`src/rtl/ttl_pkg.sv`:
```
// Shared constants, FSM state type and priority helper for the
// registered 8-to-3 priority encoder.
package ttl_pkg;

    localparam int N = 8;
    localparam int W = 3;

    typedef enum logic {
        IDLE = 1'b0,
        BUSY = 1'b1
    } state_t;

    // Highest set index of v; 0 when v is all zero.
    function automatic logic [W-1:0] prio8(input logic [N-1:0] v);
        logic [W-1:0] r;
        r = '0;
        for (int i = 0; i < N; i++) begin
            if (v[i]) r = W'(i);
        end
        return r;
    endfunction

endpackage

```
`src/rtl/ttl_prio8.sv`:
```
// Combinational 8-to-3 priority core (74148 equivalent, active-high).
// Ports: In[7:0] request vector, En enable, Out[2:0] highest index, Gs group-select (En & |In).
module ttl_prio8
    import ttl_pkg::*;
(
    input  logic [N-1:0] In,
    input  logic         En,
    output logic [W-1:0] Out,
    output logic         Gs
);

    assign Gs  = En & (|In);
    assign Out = Gs ? prio8(In) : '0;

endmodule

```
`src/rtl/ttl_prio_encoder.sv`:
```
// Registered 8-to-3 priority encoder: captures requests into Pend, presents the highest
// pending index on Code with Valid, and retires that bit on Ack.
// Ports: Clk, Reset_n (async, active-low), Req[7:0], En, Ack; Code[2:0], Valid, Any, Pend[7:0], Lost.
// Macro TTL_PRIO_ENC_EDGE_EN: rising-edge capture with Lost; otherwise level capture, Lost=0.
// Outputs are modelled with zero delay; Any is the only combinational output (OR of Pend).
module ttl_prio_encoder
    import ttl_pkg::*;
(
    input  logic         Clk,
    input  logic         Reset_n,
    input  logic [N-1:0] Req,
    input  logic         En,
    input  logic         Ack,
    output logic [W-1:0] Code,
    output logic         Valid,
    output logic         Any,
    output logic [N-1:0] Pend,
    output logic         Lost
);

    state_t         r_state;
    state_t         w_state_nxt;
    logic [N-1:0]   r_pend;
    logic [W-1:0]   r_code;
    logic [W-1:0]   w_code_nxt;
    logic           r_valid;
    logic           w_valid_nxt;
    logic           r_lost;
    logic           w_lost;
    logic           w_retire;
    logic [N-1:0]   w_clr;
    logic [N-1:0]   w_set;
    logic [W-1:0]   w_prio;
    logic           w_gs;

    ttl_prio8 u_prio8 (
        .In  (r_pend),
        .En  (En),
        .Out (w_prio),
        .Gs  (w_gs)
    );

    assign w_retire = (r_state == BUSY) & Ack;
    assign w_clr    = w_retire ? (N'(1) << r_code) : '0;

`ifdef TTL_PRIO_ENC_EDGE_EN
    logic [N-1:0] r_req_q;

    always_ff @(posedge Clk or negedge Reset_n) begin
        if (!Reset_n) r_req_q <= '0;
        else          r_req_q <= Req;
    end

    assign w_set  = Req & ~r_req_q;
    // A rise on a bit that stays pending is merged and reported.
    assign w_lost = |(w_set & r_pend & ~w_clr);
`else
    assign w_set  = Req;
    assign w_lost = 1'b0;
`endif

    // Set after clear: a new request on the retiring bit keeps it pending.
    always_ff @(posedge Clk or negedge Reset_n) begin
        if (!Reset_n) begin
            r_pend <= '0;
            r_lost <= 1'b0;
        end else begin
            r_pend <= (r_pend & ~w_clr) | w_set;
            r_lost <= w_lost;
        end
    end

    always_ff @(posedge Clk or negedge Reset_n) begin
        if (!Reset_n) begin
            r_state <= IDLE;
            r_code  <= '0;
            r_valid <= 1'b0;
        end else begin
            r_state <= w_state_nxt;
            r_code  <= w_code_nxt;
            r_valid <= w_valid_nxt;
        end
    end

    // Code is latched only on IDLE->BUSY so it stays frozen while BUSY.
    always_comb begin
        w_state_nxt = r_state;
        w_code_nxt  = r_code;
        w_valid_nxt = r_valid;
        unique case (r_state)
            IDLE: begin
                if (w_gs) begin
                    w_state_nxt = BUSY;
                    w_code_nxt  = w_prio;
                    w_valid_nxt = 1'b1;
                end
            end
            BUSY: begin
                if (Ack) begin
                    w_state_nxt = IDLE;
                    w_valid_nxt = 1'b0;
                end
            end
        endcase
    end

    assign Code  = r_code;
    assign Valid = r_valid;
    assign Pend  = r_pend;
    assign Any   = |r_pend;
    assign Lost  = r_lost;

endmodule

```
`config.mk`:
```
export PLATFORM = sky130hd
export DESIGN_NAME = ttl_prio_encoder
export DESIGN_NICKNAME = d
export VERILOG_FILES = /design/src/rtl/ttl_pkg.sv /design/src/rtl/ttl_prio8.sv /design/src/rtl/ttl_prio_encoder.sv
export SDC_FILE = /design/constraint.sdc
export NUM_CORES = 1
export LEC_CHECK = 0
export ABC_CLOCK_PERIOD_IN_PS = 2000
export CAP_MARGIN = 0
export CORE_MARGIN = 2
export CORE_UTILIZATION = 40
export CTS_BUF_LIST = sky130_fd_sc_hd__clkbuf_4 sky130_fd_sc_hd__clkbuf_8 sky130_fd_sc_hd__clkbuf_16
export CTS_CLUSTER_SIZE = 8
export DETAILED_ROUTE_END_ITERATION = 8
export PLACE_DENSITY = 0.72
export SYNTH_ARGS = -nofsm -noshare
export SYNTH_HDL_FRONTEND = slang
export SYNTH_HIERARCHICAL = 1
export SYNTH_SLANG_ARGS = --single-unit
```
`constraint.sdc`:
```
create_clock -name Clk -period 2 [get_ports Clk]
set_input_delay 0.4 -clock Clk [delete_from_list [all_inputs] [get_ports Clk]]
set_output_delay 0.4 -clock Clk [all_outputs]
set_load 0.03 [all_outputs]
```
==> results of run 1 <==
-- layout by cell type (no fill, tap or decap) --
cell / count
inv_1: 5
nand2_1: 1
mux2_4: 3
nor2_1: 13
a21boi_0: 1
conb_1: 1
o2bb2ai_1: 1
a21oi_1: 7
clkbuf_4: 4
nor3b_1: 4
nor3_1: 3
dfrtp_1: 13
a21o_2: 1
and3_2: 1
nor2b_1: 1
clkdlybuf4s50_1: 23
and3b_2: 1
nor2b_4: 1
a41oi_2: 2
a31oi_1: 1
o21ai_0: 1
nor4_2: 1
nor4_1: 2
buf_4: 6
o31a_1: 1
dlygate4sd2_1: 1
-- worst max path at each step --
| stage | endpoint | slack, ns | cells after the start |
|---|---|---|---|
| global route | Any | 0.05 | 3 |
| floorplan | Code[0] | 0.43 | 4 |
| detailed placement | Code[0] | 0.11 | 5 |
| global placement | Code[2] | 0.18 | 5 |
| finish | Any | 0.14 | 3 |
| CTS | Any | 0.13 | 3 |
-- cells in the mapped netlist --
cell       count  area [µm²]
buf_2          2        10.0
and3b_2        1        10.0
nor2b_1        1        6.26
dfrtp_1       13         325
nor4_2         1        12.5
nand2_1        1        3.75
buf_4          1        7.51
o21ai_0        1        5.00
nor3_1         3        15.0
inv_1          5        18.8
conb_1         1        3.75
mux2_4         3        45.0
a21o_2         1        8.76
a21oi_1        7        35.0
nor2b_4        1        13.8
nor3b_1        4        30.0
o31a_1         1        8.76
a41oi_2        2        32.5
nor4_1         2        12.5
a21boi_0       1        7.51
o2bb2ai_1      1        8.76
and3_2         1        7.51
nor2_1        13        48.8
a31oi_1        1        6.26
-- repair_timing --
action                                  CTS  global route
endpoints found under the setup margin    1             0
resized for setup                         1             0
hold buffers                              0             0
-- per-stage QoR --
step	instance area, µm²	power, mW	hold slack, ns
2_1_floorplan	683	0.476	0.104
3_3_place_gp	971	0.593	0.507
5_1_grt	1000	0.817	0.520
3_5_place_dp	971	0.597	0.511
4_1_cts	1000	0.777	0.514
6_report	1000	0.767	0.492
-- metal layers --
layer  track usage, %  vias to the layer above  wire length (µm)
met5                0                        -                 0
li1                 -                      304                 -
met2             27.7                       25               778
met4             8.82                        0                19
met1             24.1                      292               717
met3             5.20                        4               101
-- state kept, by name (all words and copies together) (netlist names) --
register and flops:
Code 3, r_state 1, Pend 8, Valid 1
-- cells by family (layout without fill, tap and decap cells) --
logic type | count (synthesis) | after routing | share of synthesized area [%]
other | 1 | 1 | 0.549
AND/OR/NAND/NOR | 28 | 28 | 23.4
flip-flops | 13 | 13 | 47.6
multiplexers | 3 | 3 | 6.59
AO/OA/AOI/OAI | 15 | 15 | 16.5
buffers and inverters | 8 | 39 | 5.31
-- final cells by class --
type,count,share of cell area (%)
Inverter,5,1.88
Timing Repair Buffer,30,28.4
Clock buffer,4,3.00
Multi-Input combinational cell,47,32.2
Sequential cell,13,32.5
Tap cell,16,2.00
-- where the power goes --
group | leakage [nW] | internal (mW) | switching, mW | total [mW]
sequential | 0.130 | 0.292 | 0.0261 | 0.318
clock | 0.0184 | 0.0908 | 0.0862 | 0.177
combinational | 0.249 | 0.131 | 0.141 | 0.272
total | 0.396 | 0.515 | 0.253 | 0.767
-- critical path, stage by stage, from the launching register on --
cell           delay (ns)
dfrtp_1              0.42
nor4_1               0.30
nand2_1              0.09
dlygate4sd2_1        0.38
==> results.py, run 1 <==
metrics = {
    "global_route": {
        "antenna_found_initial": 0,
        "grt-ovfl-total": 0,
        "grt_max_degree": 14,
        "grtUsageTotal_pct": 18.4,
        "grt_pass1_wl_um": 2590,
        "first_global_vias": 553,
    },
    "place": {
        "dp_cells": 111,
        "gp_congestion": 0.778,
        "port_buffers": 24,
        "dpl.hpwl_um": 1170,
        "post-place-ws_ns": 0.109,
    },
    "critical_path": {
        "path_class": "flop to output pin",
        "worstRegToRegCells": 5,
        "endpoint_kind": "output pin",
        "reg2reg_to": "Code[0]",
        "r2r_setup_slack_ns": 0.32,
        "r2r-start": "Pend[5]",
        "cp-start-kind": "flop",
        "required_ns": 1.60,
        "cp.arrival_ns": 1.46,
        "startpoint": "Pend[1]",
        "worstPathMaxFanout": 5,
    },
    "timing": {
        "setup_slack_ns": 0.137,
        "rsz0062_at_grt": "false",
        "slew_headroom_pct": 61.0,
        "hold_viol": 0,
        "setup_viol": 0,
        "finalSetupTns_ns": 0,
        "tightestPinTransition_ns": 0.583,
        "slew_violations": 0,
        "fmax_mhz": 537,
        "fin_crit_sh_pct": 93.1,
        "skew_ns": 0.00305,
        "fin_crit_ns": 1.86,
    },
    "job": {
        "drv_cap": 0,
    },
    "power_and_ir_drop": {
        "ir_drop_uv": 465,
        "p_per_area_nw_per_um2": 768,
        "p_leak_nw": 0.396,
    },
    "floorplan": {
        "dieArea_um2": 2050,
        "rows": 14,
        "core_um2": 1560,
        "start_util_pct": 43.8,
        "ios": 26,
        "fp.dieH_um": 45.3,
        "chipWidth_um": 45.3,
    },
    "route": {
        "drtAntennaViolNets": 0,
        "drtIter0Drc": 25,
        "first_pass_iters": 4,
        "postRouteWirelength_um": 1620,
        "vias": 625,
        "routed_via_density": 5.43,
        "wl_per_cell_um": 14.1,
        "route.detailed.drc": 0,
    },
    "cells_and_area": {
        "nNetsFinal": 112,
        "regArea_um2": 325,
        "syn2layout_area_growth_pct": 46.3,
        "multiInputGateArea_um2": 322,
        "num-fill-cells": 133,
        "n_antenna_cell": 0,
        "drive_gt1_share_pct": 20.2,
        "layout.cells.non_filler": 115,
        "final_util_pct": 64.1,
    },
    "synthesis": {
        "syn_area_um2": 683,
        "ys_ff_latch": 13,
        "yosysWarnings": 6,
        "syn_area_per_cell_um2": 10.0,
        "ys_seq_area_share_pct": 47.6,
        "yosys.cell_types.count": 24,
        "synth_cells": 68,
        "synth_nets": 80,
    },
    "clocking": {
        "cts_root_buf": "clkbuf_4",
        "path_clk_slew_ns": 0.08,
        "htreeDepth": 1,
        "cts-buffers-inserted": 3,
        "clock-sinks": 13,
        "cts_tree": "yes",
        "insertion_delay_ns": 0.27,
        "cts_setup_buffers": 0,
        "clockBufferDepth": 2,
    },
    "outcome": {
        "outcome": "finished clean",
    },
    "hold_path": {
        "min_path_type": "input pin to asynchronous set/reset pin",
    },
}
Note: power is estimated with default switching activity, not from simulation.
==> run 2, diff against run 1 <==
- ABC_CLOCK_PERIOD_IN_PS: 2000 -> 2290
- clock period: 2 -> 2.29 ns (I/O delays scaled with it)
==> run 2 against run 1 <==
First-iteration DRC count decreased by 4.0%. Clock skew barely moved. Via count shrank 5.0%. Critical path type unchanged. Critical endpoint unchanged. Highest routed layer is now met3.
==> results.py, run 2 (synthesis gave the netlist of run 1 again) <==
metrics = {
    "critical_path": {
        "path_class": "flop to output pin",
        "r2r-start": "Pend[5]",
        "worstPathMaxFanout": 6,
        "path_buf_inv": 1,
        "cp-start-kind": "flop",
        "startpoint": "Pend[5]",
        "worst_path_max_delay_cell": "clkdlybuf4s50_1",
        "endpoint_kind": "output pin",
        "crit_path_max_incr_delay_ns": 0.60,
        "crit_chain": "nor4_1 -> nand2_1 -> clkdlybuf4s50_1",
        "cp.arrival_ns": 1.69,
        "cpLargestDelayFamily": "buffers and inverters",
        "required_ns": 1.83,
    },
    "cells_and_area": {
        "layout_commonest_cell": "clkdlybuf4s50_1",
        "largest_reg_flops": 8,
        "nNetsFinal": 107,
        "syn2layout_area_growth_pct": 41.0,
        "drive_gt1_share_pct": 16.0,
        "n_antenna_cell": 0,
        "most-common-layout-cells": "clkdlybuf4s50_1 (24), dfrtp_1 (13), nor2_1 (13)",
    },
    "floorplan": {
        "fp.dieH_um": 45.3,
        "chipWidth_um": 45.3,
        "core_um2": 1560,
        "start_util_pct": 43.8,
        "dieArea_um2": 2050,
        "rows": 14,
        "ios": 26,
    },
    "place": {
        "dpl.hpwl_um": 1090,
        "port_buffers": 24,
        "gp_congestion": 0.782,
    },
    "route": {
        "first_pass_iters": 4,
        "route.detailed.drc": 0,
        "drtIter0Drc": 24,
        "postRouteWirelength_um": 1470,
        "vias": 594,
        "drtAntennaViolNets": 0,
        "wl_per_cell_um": 13.4,
        "routed_via_density": 5.40,
    },
    "timing": {
        "slew_violations": 0,
        "fin_crit_ns": 2.15,
        "fin_crit_sh_pct": 93.7,
        "skew_ns": 0.00341,
        "fmax_mhz": 466,
        "hold_viol": 0,
        "slew_headroom_pct": 61.4,
        "tightestPinTransition_ns": 0.577,
        "finalSetupTns_ns": 0,
        "setup_viol": 0,
        "rsz0062_at_grt": "false",
    },
    "clocking": {
        "postCtsResizedCells": 0,
        "cts_setup_buffers": 0,
        "cts_root_buf": "clkbuf_4",
        "path_clk_slew_ns": 0.07,
        "cts_tree": "yes",
        "clock-sinks": 13,
        "insertion_delay_ns": 0.27,
        "htreeDepth": 1,
        "cts_hold_buf": 0,
        "cts-buffers-inserted": 3,
        "clockBufferDepth": 2,
    },
    "outcome": {
        "outcome": "finished clean",
    },
    "power_and_ir_drop": {
        "power_frac_clock_pct": 23.2,
        "ir_drop_uv": 323,
        "p_sw_uw": 211,
        "p_int_uw": 435,
        "p_leak_nw": 0.376,
        "p_total_uw": 646,
        "p_seq_share_pct": 47.0,
        "combPwrFrac_pct": 29.8,
        "p_per_area_nw_per_um2": 670,
        "swShare_pct": 32.7,
    },
    "global_route": {
        "first_global_vias": 507,
        "grt_pass1_wl_um": 2410,
        "antenna_found_initial": 0,
        "grtUsageTotal_pct": 16.8,
        "grt_max_degree": 14,
        "grt-ovfl-total": 0,
    },
    "hold_path": {
        "min_path_type": "flop to flop",
        "worstHoldStart": "Valid",
    },
    "job": {
        "drv_cap": 0,
    },
}
run 2: cell types whose count changed in the layout (fill, tap and decap cells not counted), sizes merged:
cell,before,now
dlygate4sd2,1,0
buf,6,1
clkdlybuf4s50,23,24
run 2: worst paths after layout:
| kind | endpoint | slack [ns] | depth (start not counted) |
|---|---|---|---|
| min in group asynchronous | Pend[7] | 0.55 | 1 |
| setup reg to reg | Code[1] | 0.73 | 4 |
| hold / removal | Valid | 0.53 | 1 |
| setup / recovery | Any | 0.14 | 3 |
| max in group asynchronous | Pend[6] | 1.36 | 1 |
| hold reg to reg | Valid | 0.53 | 1 |
run 2: worst reg2reg max path: stages (launching register included):
cell and delay (ns):
dfrtp_1 0.46, nor4_2 0.35, a31oi_1 0.17, nor2b_4 0.18, mux2_4 0.30
run 2: routing by layer:
| metal | routed length [µm] | track usage, % | part of all wire (%) | vias up |
|---|---|---|---|---|
| li1 | - | - | - | 289 |
| met1 | 689 | 23.4 | 47 | 283 |
| met2 | 697 | 25.1 | 47 | 22 |
| met3 | 84 | 3.60 | 5.7 | 0 |
| met4 | 0 | 7.06 | 0 | 0 |
| met5 | 0 | 0 | 0 | - |
run 2: cell type report:
type                    count  area [µm²]
repair buffers             25         248
clock buffers               4        30.0
well taps                  16        20.0
multi-input cells          47         322
fillers                   138         596
flip-flops and latches     13         325
inverters                   5        18.8
run 2: metrics by stage:
stage / hold WS, ns / instance area [µm²] / std cells / setup WS (ns) / util (%)
2_1_floorplan: 0.162 / 683 / 68 / 0.723 / -
3_3_place_gp: 0.511 / 933 / 106 / 0.408 / 59.9
3_5_place_dp: 0.514 / 933 / 106 / 0.371 / 59.9
4_1_cts: 0.528 / 963 / 110 / 0.121 / 61.8
5_1_grt: 0.551 / 963 / 110 / 0.0492 / 61.8
6_report: 0.529 / 963 / 110 / 0.144 / 61.8
run 2: power by group through the flow:
stage,clock (mW),sequential (mW),combinational (mW)
6_report,0.150,0.304,0.192
5_1_grt,0.171,0.311,0.205
4_1_cts,0.157,0.305,0.194
3_5_place_dp,0,0.309,0.194
3_3_place_gp,0,0.309,0.192
2_1_floorplan,0,0.330,0.0863
==> run 3, diff against run 2 <==
--- a/config.mk
+++ b/config.mk
@@ -9,4 +9,6 @@
 export CAP_MARGIN = 0
+export CELL_PAD_IN_SITES_DETAIL_PLACEMENT = 1
+export CELL_PAD_IN_SITES_GLOBAL_PLACEMENT = 1
 export CORE_MARGIN = 2
-export CORE_UTILIZATION = 40
+export CORE_UTILIZATION = 33
 export CTS_BUF_LIST = sky130_fd_sc_hd__clkbuf_4 sky130_fd_sc_hd__clkbuf_8 sky130_fd_sc_hd__clkbuf_16
@@ -14,3 +16,3 @@
 export DETAILED_ROUTE_END_ITERATION = 8
-export PLACE_DENSITY = 0.72
+export PLACE_DENSITY = 0.79
 export SYNTH_ARGS = -nofsm -noshare
==> constraint.sdc (replaced) <==
create_clock -name Clk -period 2.29 [get_ports Clk]
set_input_delay 0.3435 -clock Clk [delete_from_list [all_inputs] [get_ports Clk]]
set_output_delay 0.3435 -clock Clk [all_outputs]
set_load 0.03 [all_outputs]
==> run 3 against run 2 <==
Clock skew is 0.0039 ns higher. Sequential share of layout area is 0.22 points lower. First-iteration DRC count is 83% lower. Register-to-register slack better by 0.02 ns. Power is 1.1% higher. Combinational power hardly changed. Count of clock-buffer cells in the layout stayed put. Critical endpoint unchanged. Largest cell class unchanged.
==> results.py, run 3 (synthesis gave the netlist of run 1 again) <==
metrics = {
    "outcome": {
        "outcome": "finished clean",
    },
    "critical_path": {
        "path_class": "flop to output pin",
        "startpoint": "Pend[6]",
        "cpLargestDelayFamily": "buffers and inverters",
        "cp.depth": 3,
        "r2r_setup_slack_ns": 0.75,
        "cp.arrival_ns": 1.72,
        "r2r-start": "Pend[5]",
        "worstPathMaxFanout": 7,
        "worst_path_max_delay_cell": "clkdlybuf4s50_1",
        "cp-start-kind": "flop",
        "required_ns": 1.95,
        "path_buf_inv": 1,
        "endpoint": "Any",
        "endpoint_kind": "output pin",
        "crit_path_max_incr_delay_ns": 0.59,
        "worstRegToRegCells": 4,
        "reg2reg_to": "Code[1]",
        "crit_chain": "nor4_1 -> nand2_1 -> clkdlybuf4s50_1",
    },
    "route": {
        "met3_wirelength_um": 80,
        "wl_per_cell_um": 14.1,
        "drt-met1-wl_um": 723,
        "route.detailed.drc": 0,
        "vias": 587,
        "routed_via_density": 4.89,
        "postRouteWirelength_um": 1690,
        "drtAntennaViolNets": 0,
        "drtIter0Drc": 4,
        "met2_length_um": 871,
        "topRoutingLayerUsed": "met4",
        "first_pass_iters": 4,
    },
    "clocking": {
        "cts_root_buf": "clkbuf_4",
        "postCtsResizedCells": 0,
        "insertion_delay_ns": 0.28,
        "clock-sinks": 13,
        "cts_setup_buffers": 0,
        "cts_tree": "yes",
        "clockBufferDepth": 2,
        "cts-buffers-inserted": 3,
        "cts_hold_buf": 0,
        "htreeDepth": 1,
        "path_clk_slew_ns": 0.08,
    },
    "floorplan": {
        "fp.dieH_um": 49.5,
        "dieArea_um2": 2450,
        "start_util_pct": 34.8,
        "ios": 26,
        "chipWidth_um": 49.5,
        "core_um2": 1960,
        "rows": 16,
    },
    "power_and_ir_drop": {
        "p_per_area_nw_per_um2": 673,
        "ir_drop_uv": 314,
        "p_leak_nw": 0.372,
    },
    "timing": {
        "finalSetupTns_ns": 0,
        "skew_ns": 0.00730,
        "setup_viol": 0,
        "tightestPinTransition_ns": 0.601,
        "rsz0062_at_grt": "false",
        "fin_crit_sh_pct": 90.3,
        "fmax_mhz": 484,
        "hold_viol": 0,
        "slew_violations": 0,
        "holdWs_ns": 0.437,
        "slew_headroom_pct": 59.8,
        "fin_crit_ns": 2.07,
    },
    "place": {
        "gp_congestion": 0.805,
        "dpl.hpwl_um": 1320,
        "port_buffers": 24,
    },
    "global_route": {
        "grt-ovfl-total": 0,
        "first_global_vias": 612,
        "grtUsageTotal_pct": 15.1,
        "antenna_found_initial": 0,
        "grt_pass1_wl_um": 2710,
        "grt_max_degree": 14,
    },
    "cells_and_area": {
        "drive_gt1_share_pct": 15.1,
        "syn2layout_area_growth_pct": 41.9,
        "n_antenna_cell": 0,
        "nNetsFinal": 106,
        "largest_reg_flops": 8,
        "layout_commonest_cell": "clkdlybuf4s50_1",
        "most-common-layout-cells": "clkdlybuf4s50_1 (24), dfrtp_1 (13), nor2_1 (13)",
    },
    "job": {
        "drv_cap": 0,
    },
    "hold_path": {
        "min_path_type": "input pin to asynchronous set/reset pin",
    },
}
==> run 3: per-stage QoR <==
step                      total power, mW  worst slack, ns  cells  area [µm²]  utilization (%)
final                               0.653            0.223    120         970             49.4
after floorplan                     0.416            0.723     68         683                -
after detailed placement            0.506            0.498    116         940             47.9
after global routing                0.690            0.134    120         970             49.4
after CTS                           0.662            0.197    120         970             49.4
after global placement              0.501            0.509    116         940             47.9
==> run 3: worst reg2reg max path, cell delays in order, from the launching register on <==
cell and delay (ns):
dfrtp_1 0.45, nor4_2 0.34, a31oi_1 0.16, nor2b_4 0.18
mux2_4 0.30
==> run 3: layout make-up <==
type	instances	area, µm²
Inverter	5	18.8
Timing Repair Buffer	24	240
Multi-Input combinational cell	47	322
Sequential cell	13	325
Clock buffer	4	30.0
Tap cell	27	33.8
Fill cell	236	992
==> run 3: layer usage <==
metal / global-route usage (%) / up-vias
met4: 8.33 / 0
met3: 4.24 / 2
met1: 15.5 / 276
li1: - / 290
met5: 0 / -
met2: 27.3 / 19
==> run 3: worst min path at each step <==
| stage | end | slack [ns] | depth (start not counted) |
|---|---|---|---|
| final | Pend[3] | 0.44 | 1 |
| after global routing | Pend[4] | 0.47 | 1 |
| after CTS | Pend[4] | 0.45 | 1 |
| after detailed placement | Valid | 0.52 | 1 |
| after global placement | Valid | 0.52 | 1 |
| after floorplan | Code[0] | 0.05 | 0 |
==> run 3: power by group <==
group / internal [mW] / switching [mW] / total [mW]
Clock: 0.0794 / 0.0749 / 0.154
Combinational: 0.0993 / 0.0920 / 0.191
Sequential: 0.255 / 0.0521 / 0.307
